<file path="src/rtl/alu_writeback.sv">
// Writeback stage: retires ALU results to the register file and flag register,
// and sequences single outstanding LD/ST memory accesses.
module alu_writeback (
    input  logic        clk,
    input  logic        rst,
    input  logic        in_valid,
    output logic        in_ready,
    input  logic [4:0]  opcode,
    input  logic [4:0]  rd,
    input  logic [31:0] alu_out,
    input  logic [1:0]  alu_flags,
    input  logic [31:0] store_data,
    input  logic [31:0] rd_old,
    output logic        mem_req,
    output logic        mem_we,
    output logic [31:0] mem_addr,
    output logic [31:0] mem_wdata,
    input  logic [31:0] mem_rdata,
    input  logic        mem_ack,
    output logic        rf_we,
    output logic [4:0]  rf_waddr,
    output logic [31:0] rf_wdata,
    output logic [1:0]  flags_q
);

    localparam logic [1:0] IDLE   = 2'd0;
    localparam logic [1:0] MEM_RD = 2'd1;
    localparam logic [1:0] MEM_WR = 2'd2;

    localparam logic [4:0] OP_ADD   = 5'b00010;
    localparam logic [4:0] OP_ADDI  = 5'b00011;
    localparam logic [4:0] OP_SUB   = 5'b00100;
    localparam logic [4:0] OP_SUBI  = 5'b00101;
    localparam logic [4:0] OP_MUL   = 5'b00110;
    localparam logic [4:0] OP_MOVEH = 5'b00111;
    localparam logic [4:0] OP_DIV   = 5'b01000;
    localparam logic [4:0] OP_AND   = 5'b01010;
    localparam logic [4:0] OP_ANDI  = 5'b01011;
    localparam logic [4:0] OP_OR    = 5'b01100;
    localparam logic [4:0] OP_ORI   = 5'b01101;
    localparam logic [4:0] OP_NOT   = 5'b01110;
    localparam logic [4:0] OP_XOR   = 5'b10000;
    localparam logic [4:0] OP_XORI  = 5'b10001;
    localparam logic [4:0] OP_CMP   = 5'b10010;
    localparam logic [4:0] OP_ST    = 5'b11100;
    localparam logic [4:0] OP_LD    = 5'b11101;
    localparam logic [4:0] OP_MOVEL = 5'b11110;

    logic [1:0] state;
    logic [4:0] ld_rd;

    assign in_ready = (state == IDLE);

    // rf_we defaults low each cycle so every register write is a one-cycle pulse.
    always_ff @(posedge clk) begin
        if (rst) begin
            state     <= IDLE;
            ld_rd     <= 5'd0;
            mem_req   <= 1'b0;
            mem_we    <= 1'b0;
            mem_addr  <= 32'd0;
            mem_wdata <= 32'd0;
            rf_we     <= 1'b0;
            rf_waddr  <= 5'd0;
            rf_wdata  <= 32'd0;
            flags_q   <= 2'b00;
        end else begin
            rf_we <= 1'b0;
            case (state)
                IDLE: begin
                    if (in_valid) begin
                        case (opcode)
                            OP_ADD, OP_ADDI, OP_SUB, OP_SUBI, OP_MUL, OP_DIV,
                            OP_AND, OP_ANDI, OP_OR, OP_ORI, OP_NOT, OP_XOR,
                            OP_XORI: begin
                                rf_we    <= 1'b1;
                                rf_waddr <= rd;
                                rf_wdata <= alu_out;
                                flags_q  <= alu_flags;
                            end
                            OP_CMP: flags_q <= alu_flags;
                            OP_MOVEL: begin
                                rf_we    <= 1'b1;
                                rf_waddr <= rd;
                                rf_wdata <= {rd_old[31:16], alu_out[15:0]};
                            end
                            OP_MOVEH: begin
                                rf_we    <= 1'b1;
                                rf_waddr <= rd;
                                rf_wdata <= {alu_out[31:16], rd_old[15:0]};
                            end
                            OP_LD: begin
                                state    <= MEM_RD;
                                ld_rd    <= rd;
                                mem_req  <= 1'b1;
                                mem_we   <= 1'b0;
                                mem_addr <= alu_out;
                            end
                            OP_ST: begin
                                state     <= MEM_WR;
                                mem_req   <= 1'b1;
                                mem_we    <= 1'b1;
                                mem_addr  <= alu_out;
                                mem_wdata <= store_data;
                            end
                            default: ;
                        endcase
                    end
                end
                MEM_RD: begin
                    if (mem_ack) begin
                        state    <= IDLE;
                        mem_req  <= 1'b0;
                        rf_we    <= 1'b1;
                        rf_waddr <= ld_rd;
                        rf_wdata <= mem_rdata;
                    end
                end
                MEM_WR: begin
                    if (mem_ack) begin
                        state   <= IDLE;
                        mem_req <= 1'b0;
                        mem_we  <= 1'b0;
                    end
                end
                default: begin
                    state   <= IDLE;
                    mem_req <= 1'b0;
                    mem_we  <= 1'b0;
                end
            endcase
        end
    end

endmodule
</file>
<file path="config.mk">
export PLATFORM = sky130hd
export DESIGN_NAME = alu_writeback
export DESIGN_NICKNAME = d
export VERILOG_FILES = /design/src/rtl/alu_writeback.sv
export SDC_FILE = /design/constraint.sdc
export NUM_CORES = 1
export LEC_CHECK = 0
export BUFFER_PORTS_ARGS = -buffer_cell sky130_fd_sc_hd__buf_2
export CORE_MARGIN = 2
export CORE_UTILIZATION = 50
export DETAILED_ROUTE_END_ITERATION = 12
export PLACE_DENSITY = 0.85
export SLEW_MARGIN = 15
export SYNTH_ARGS = -nofsm -noshare
export SYNTH_HDL_FRONTEND = slang
export SYNTH_SLANG_ARGS = --single-unit
</file>
<file path="constraint.sdc">
create_clock -name clk -period 4.2 [get_ports clk]
set_input_delay 0.21 -clock clk [delete_from_list [all_inputs] [get_ports clk]]
set_output_delay 0.21 -clock clk [all_outputs]
set_load 0.1 [all_outputs]
</file>
## Word-level counts from Yosys, hierarchy flattened

Index checks and enable logic that the tools add are counted.

| operators by class | value |
|---|---|
| bitwise logic cells | 1 |
| equal/unequal tests | 28 |
| mux-type cells | 23 |
| reduce and logical (&&, ||, !) cells | 16 |

Operators by type and width:

| operator | count |
|---|---|
| case mux 32 bit (3 select lines) | 1 |
| two-way mux 32 bit | 2 |
| case mux 32 bit (2 select lines) | 1 |
| equality test 5 x 4 -> 1 bit (second input constant) | 6 |
| equality test 5 bit (second input constant) | 6 |
| equality test 5 x 3 -> 1 bit (second input constant) | 4 |
| AND reduction 3 bit | 6 |
| two-way mux 5 bit | 3 |
| OR reduction 15 bit | 1 |
| OR reduction 14 bit | 1 |
| OR reduction 13 bit | 1 |
| AND reduction 4 bit | 3 |
| equality test 5 x 2 -> 1 bit (second input constant) | 2 |
| != test 2 bit (second input constant) | 5 |
| case mux 5 bit (2 select lines) | 1 |
| case mux 2 bit (2 select lines) | 2 |
| two-way mux 1 bit | 7 |
| case mux 1 bit (2 select lines) | 3 |
| two-way mux 2 bit | 2 |
| != test 4 x 1 -> 1 bit (second input constant) | 1 |
| OR reduction 2 bit | 2 |
| != test 3 x 1 -> 1 bit (second input constant) | 1 |
| case mux 1 bit (3 select lines) | 1 |
| equality test 2 x 1 -> 1 bit (second input constant) | 1 |
| other kinds (5) | 5 |

| storage, ports and cells | value |
|---|---|
| output and inout bits | 107 |
| register bits after elaboration | 113 |
| word-level logic and storage cells | 78 |

## Longest topological paths before layout

| logic depth | value |
|---|---|
| word-level depth | 5 |
| mapped depth | 9 |
| mapped depth without buffers | 6 |

## Worst setup path after synthesis

No wires, ideal clock.

| path | value |
|---|---|
| path type | register -> register |
| start point | reg state[0] |
| end point | reg rf_wdata[11] |
| buffers on the path | 1 |
| clock period less this slack | 2.673 ns |
| slack | 1.527 ns |
| library setup time | 0.132 ns |
| arrival | 2.541 ns |
| cell stages (with the launch flop) | 8 |
| cell sequence | dfxtp_1 > inv_1 > ha_1 > mux2i_2 > a2111oi_4 > nor3_2 > buf_6 > mux2i_1 |

| between the ends | value |
|---|---|
| cells in the longest elaborated chain, start to end | 3 |

RTL lines:

| what | line | text |
|---|---|---|
| start: declaration | 49 | `logic [1:0] state;` |
| start signal: assignment | 57 | `state <= IDLE;` |
| start signal: assignment | 93 | `state <= MEM_RD;` |
| start signal: assignment | 100 | `state <= MEM_WR;` |
| zero test 2 bit * | -- |  |
| via in_ready | 7 | `output logic in_ready,` |
| != test 4 x 1 -> 1 bit (no source line), or another cell as far along | -- |  |
| AND reduction 4 bit (no source line) | -- |  |
| end signal: assignment | 78 | `rf_wdata <= alu_out;` |
| end signal: assignment | 85 | `rf_wdata <= {rd_old[31:16], alu_out[15:0]};` |
| end signal: assignment | 90 | `rf_wdata <= {alu_out[31:16], rd_old[15:0]};` |
| end: declaration | 22 | `output logic [31:0] rf_wdata,` |

The timed path passes the listed nets; every way through them passes the cells marked *.
A chain may end at the register's enable or synchronous reset.

## Worst setup path after layout

| path | value |
|---|---|
| start point | reg state[0] |
| end point | reg mem_addr[21] |

| between the ends | value |
|---|---|
| cells in the longest elaborated chain, start to end | 2 |

RTL lines:

| what | line | text |
|---|---|---|
| zero test 2 bit | 69 | `case (state)` |
| AND reduction 3 bit (no source line) | -- |  |
| end signal: assignment | 97 | `mem_addr <= alu_out;` |
| end signal: assignment | 103 | `mem_addr <= alu_out;` |
| end: declaration | 16 | `output logic [31:0] mem_addr,` |

Every way passes these cells.

==> results.yml <==
layout:
  fin_util_pct: 76.21
  finalInstanceArea_mm2: 0.007868
  antenna_cells: 0
  area_growth_pct: 47.68
  fin_nets: 1116
  drive_gt1_share_pct: 29.94
job:
  maxCapViolCount: 0
global_routing:
  grt-ovfl-total: 0
  grt_start_max_net_pins: 114
  grt_use_total_pct: 31.43
  grt_pass1_wl_um: 28610
  antenna_found_initial: 0
  grt_pass1_vias: 5977
synth:
  synthMuxAreaShare_pct: 7.210
  seq_area_frac_synth_pct: 42.46
  avgSynthCellArea_um2: 7.823
  synth_edf_count: 0
  synth_top_cell_area_share_pct: 42.46
  postSynthCellCount: 681
  postSynth.asyncResetShare_pct: 0
  synth_top_family_by_area: "simple AND/OR/NAND/NOR gates"
  synthSimpleGateAreaFrac_pct: 21.63
  synth_most_common_cell: "nand2_1"
  synth.largest_area_cell: "dfxtp_1"
  synthXorXnorAreaFrac_pct: 0.1644
  ys_ff_latch: 113
  synth.net_count: 828
  synth_area_leaders: "dfxtp_1 (42%), a21oi_1 (10%), nand2_1 (9.7%)"
  synth-compound-area-share_pct: 20.64
  ys.flop_type: "dfxtp_1"
  synth_area_mm2: 0.005328
  synth-warning-count: 0
  synth_common_cells: "nand2_1 (137), dfxtp_1 (113), a21oi_1 (111)"
  synth_cell_types: 38
  synth_adder_area_share_pct: 0.7046
worst_setup_path:
  rr_worst_depth: 7
  cp_num_buf_inv: 2
  startpoint_type: "register"
  cpMostUsedCell: "and2_1"
  setup.worst_path.class: "reg2reg"
  timing.rr.end: "mem_addr[21]"
  path_delay_family: "simple AND/OR/NAND/NOR gates"
  r2r_setup_slack_ps: 1740
  r2r-start: "state[0]"
  cpMaxStageDelayCell: "and2_1"
  worstPathRequired_ps: 4620
  cp.arrival_ps: 2880
  crit_path_cell_trace: "inv_1 > ha_1 > and2_1 > and2_1 > buf_4 > nand2_1 > a21oi_1"
  critPathCaptureType: "register"
  cpPeakStageDelay_ps: 620
  crit_fanout: 23
placed_design:
  routabilityCongestion: 0.8498
  dp_hpwl_um: 11300
  place_area_mm2: 0.006564
  numPortBuffers: 250
clock_network:
  postCtsSetupBuffers: 0
  cts_root_buf: "clkbuf_8"
  h-tree-depth: 4
  clk_latency_ps: 510
  cts_buffers: 17
  cts_tree: "built"
  clk_pin_slew_ps: 60
  cts_buffer_depth: 2
  cts.repair.resized: 0
  cts.sinks: 113
sta:
  setup_tns_ps: 0
  final-setup-viol-count: 0
  relSlewSlack_pct: 22.29
  worst_pin_slew_ps: 1165
  rsz0062_at_grt: "no"
  min_period_ps: 2455
  period_share_pct: 58.45
  hold_violations: 0
  drv_slew: 0
  fmax_mhz: 407.3
  finClkSkew_ps: 9.102
floorplan:
  fp.dieW_um: 107.2
  core_area_mm2: 0.01032
  fp.dieH_um: 107.2
  initial_utilization_pct: 51.61
  rows: 37
  die-area_mm2: 0.01150
  io_pins: 251
drt:
  antenna_left: 0
  routed_wirelength_um: 18550
  wl_per_cell_um: 16.59
  drt-vias-per-instance: 5.416
  route.detailed.drc: 0
  firstDrtPassIters: 7
  vias: 6055
  drt_iter0_drc: 474
min_path:
  hold_path_depth: 3
  hp-start: "mem_ack"
  hold_class: "in2reg"
  whs_endpoint: "rf_we"
power:
  power.density_mw_per_mm2: 408.6
  leakagePower_nw: 3.612
  ir_worst_vdd_mv: 0.2200
run_status:
  outcome: "finished clean"
[layout by cell type (no fill, tap or decap), types with 2 or more instances in the layout]
master / count
inv_1: 34
clkbuf_16: 16
a211oi_1: 5
bufinv_16: 3
nor2_1: 33
and2_1: 3
clkbuf_8: 2
nand2_1: 137
buf_2: 249
o21ai_1: 3
nor4_1: 5
clkinvlp_4: 4
clkinv_2: 3
mux2i_1: 37
and4b_1: 3
a21oi_1: 111
a21o_1: 3
buf_4: 7
a2111oi_4: 2
nand2b_1: 35
a21boi_1: 2
ha_1: 2
nand4b_1: 2
dlygate4sd3_1: 71
o21ai_0: 19
clkinv_4: 2
or3_1: 2
dfxtp_1: 113
nand3_1: 25
o311ai_0: 32
nor2b_1: 2
[flip-flops by register name (all words and copies together) (netlist names), 2 cells and up]
| register | flops |
|---|---|
| mem_wdata | 32 |
| ld_rd | 5 |
| state | 2 |
| flags_q | 2 |
| rf_waddr | 5 |
| mem_addr | 32 |
| rf_wdata | 32 |
[area by class of cell]
cell class | instances | area [um^2]
inverters | 35 | 131.4
well taps | 136 | 170.2
clock inverters | 13 | 161.4
multi-input cells | 475 | 2701
clock buffers | 19 | 431.7
fillers | 690 | 2456
flip-flops and latches | 113 | 2262
repair buffers | 327 | 2009
[cell families after synthesis]
kind of cell	Yosys count
AOI/OAI and AO/OA	180
muxes	38
buffers and inverters	93
and+or+nand+nor	253
xor gates and xnor gates	1
DFF	113
adders and majority gates	3
[routing by layer]
layer / routed length [um] / share of wire [%] / up-vias / GRT usage [%]
met1: 7066 / 38 / 2756 / 35.68
met5: 0 / 0 / - / 0
met2: 9241 / 50 / 340 / 55.52
met3: 1710 / 9.2 / 58 / 8.389
li1: - / - / 2901 / -
met4: 533 / 2.9 / 0 / 12.89
[timing repair]
item                                    CTS  global route
endpoints found under the setup margin    0             0
hold buffers                             71             0
endpoints found under the hold margin    71             0
[power breakdown]
group / leakage (nW) / switching (mW) / internal [mW]
Sequential: 0.917 / 0.0216 / 1.11
Combinational: 2.42 / 0.449 / 0.188
Clock: 0.280 / 0.526 / 0.919
Total: 3.61 / 0.997 / 2.22
[metrics by stage]
stage                     hold slack (ps)  cells  worst slack [ps]  power, mW
final                               42.81   1118              1745      3.215
after global routing                30.15   1118              1557      3.308
after CTS                           18.84   1118              1730      3.220
after detailed placement            443.0   1015              1778      1.728
after global placement              438.5   1015              1868      1.723
after floorplan                     346.0    681              1527      1.584
[worst max-delay path by stage]
| stage | cells past startpoint | to | startpoint |
|---|---|---|---|
| after floorplan | 7 | rf_wdata[11] | state[0] |
| after global placement | 6 | rf_wdata[19] | opcode[4] |
| after detailed placement | 7 | rf_wdata[30] | state[0] |
| after CTS | 7 | rf_wdata[30] | state[0] |
| after global routing | 7 | mem_addr[21] | state[0] |
| final | 7 | mem_addr[21] | state[0] |
[worst register-to-register path: stages (launching register included)]
cell     delay (ps)
dfxtp_1         350
inv_1           100
ha_1            360
and2_1          240
and2_1          620
buf_4           410
nand2_1         130
a21oi_1         150
Power figures use the tool's default switching activity.
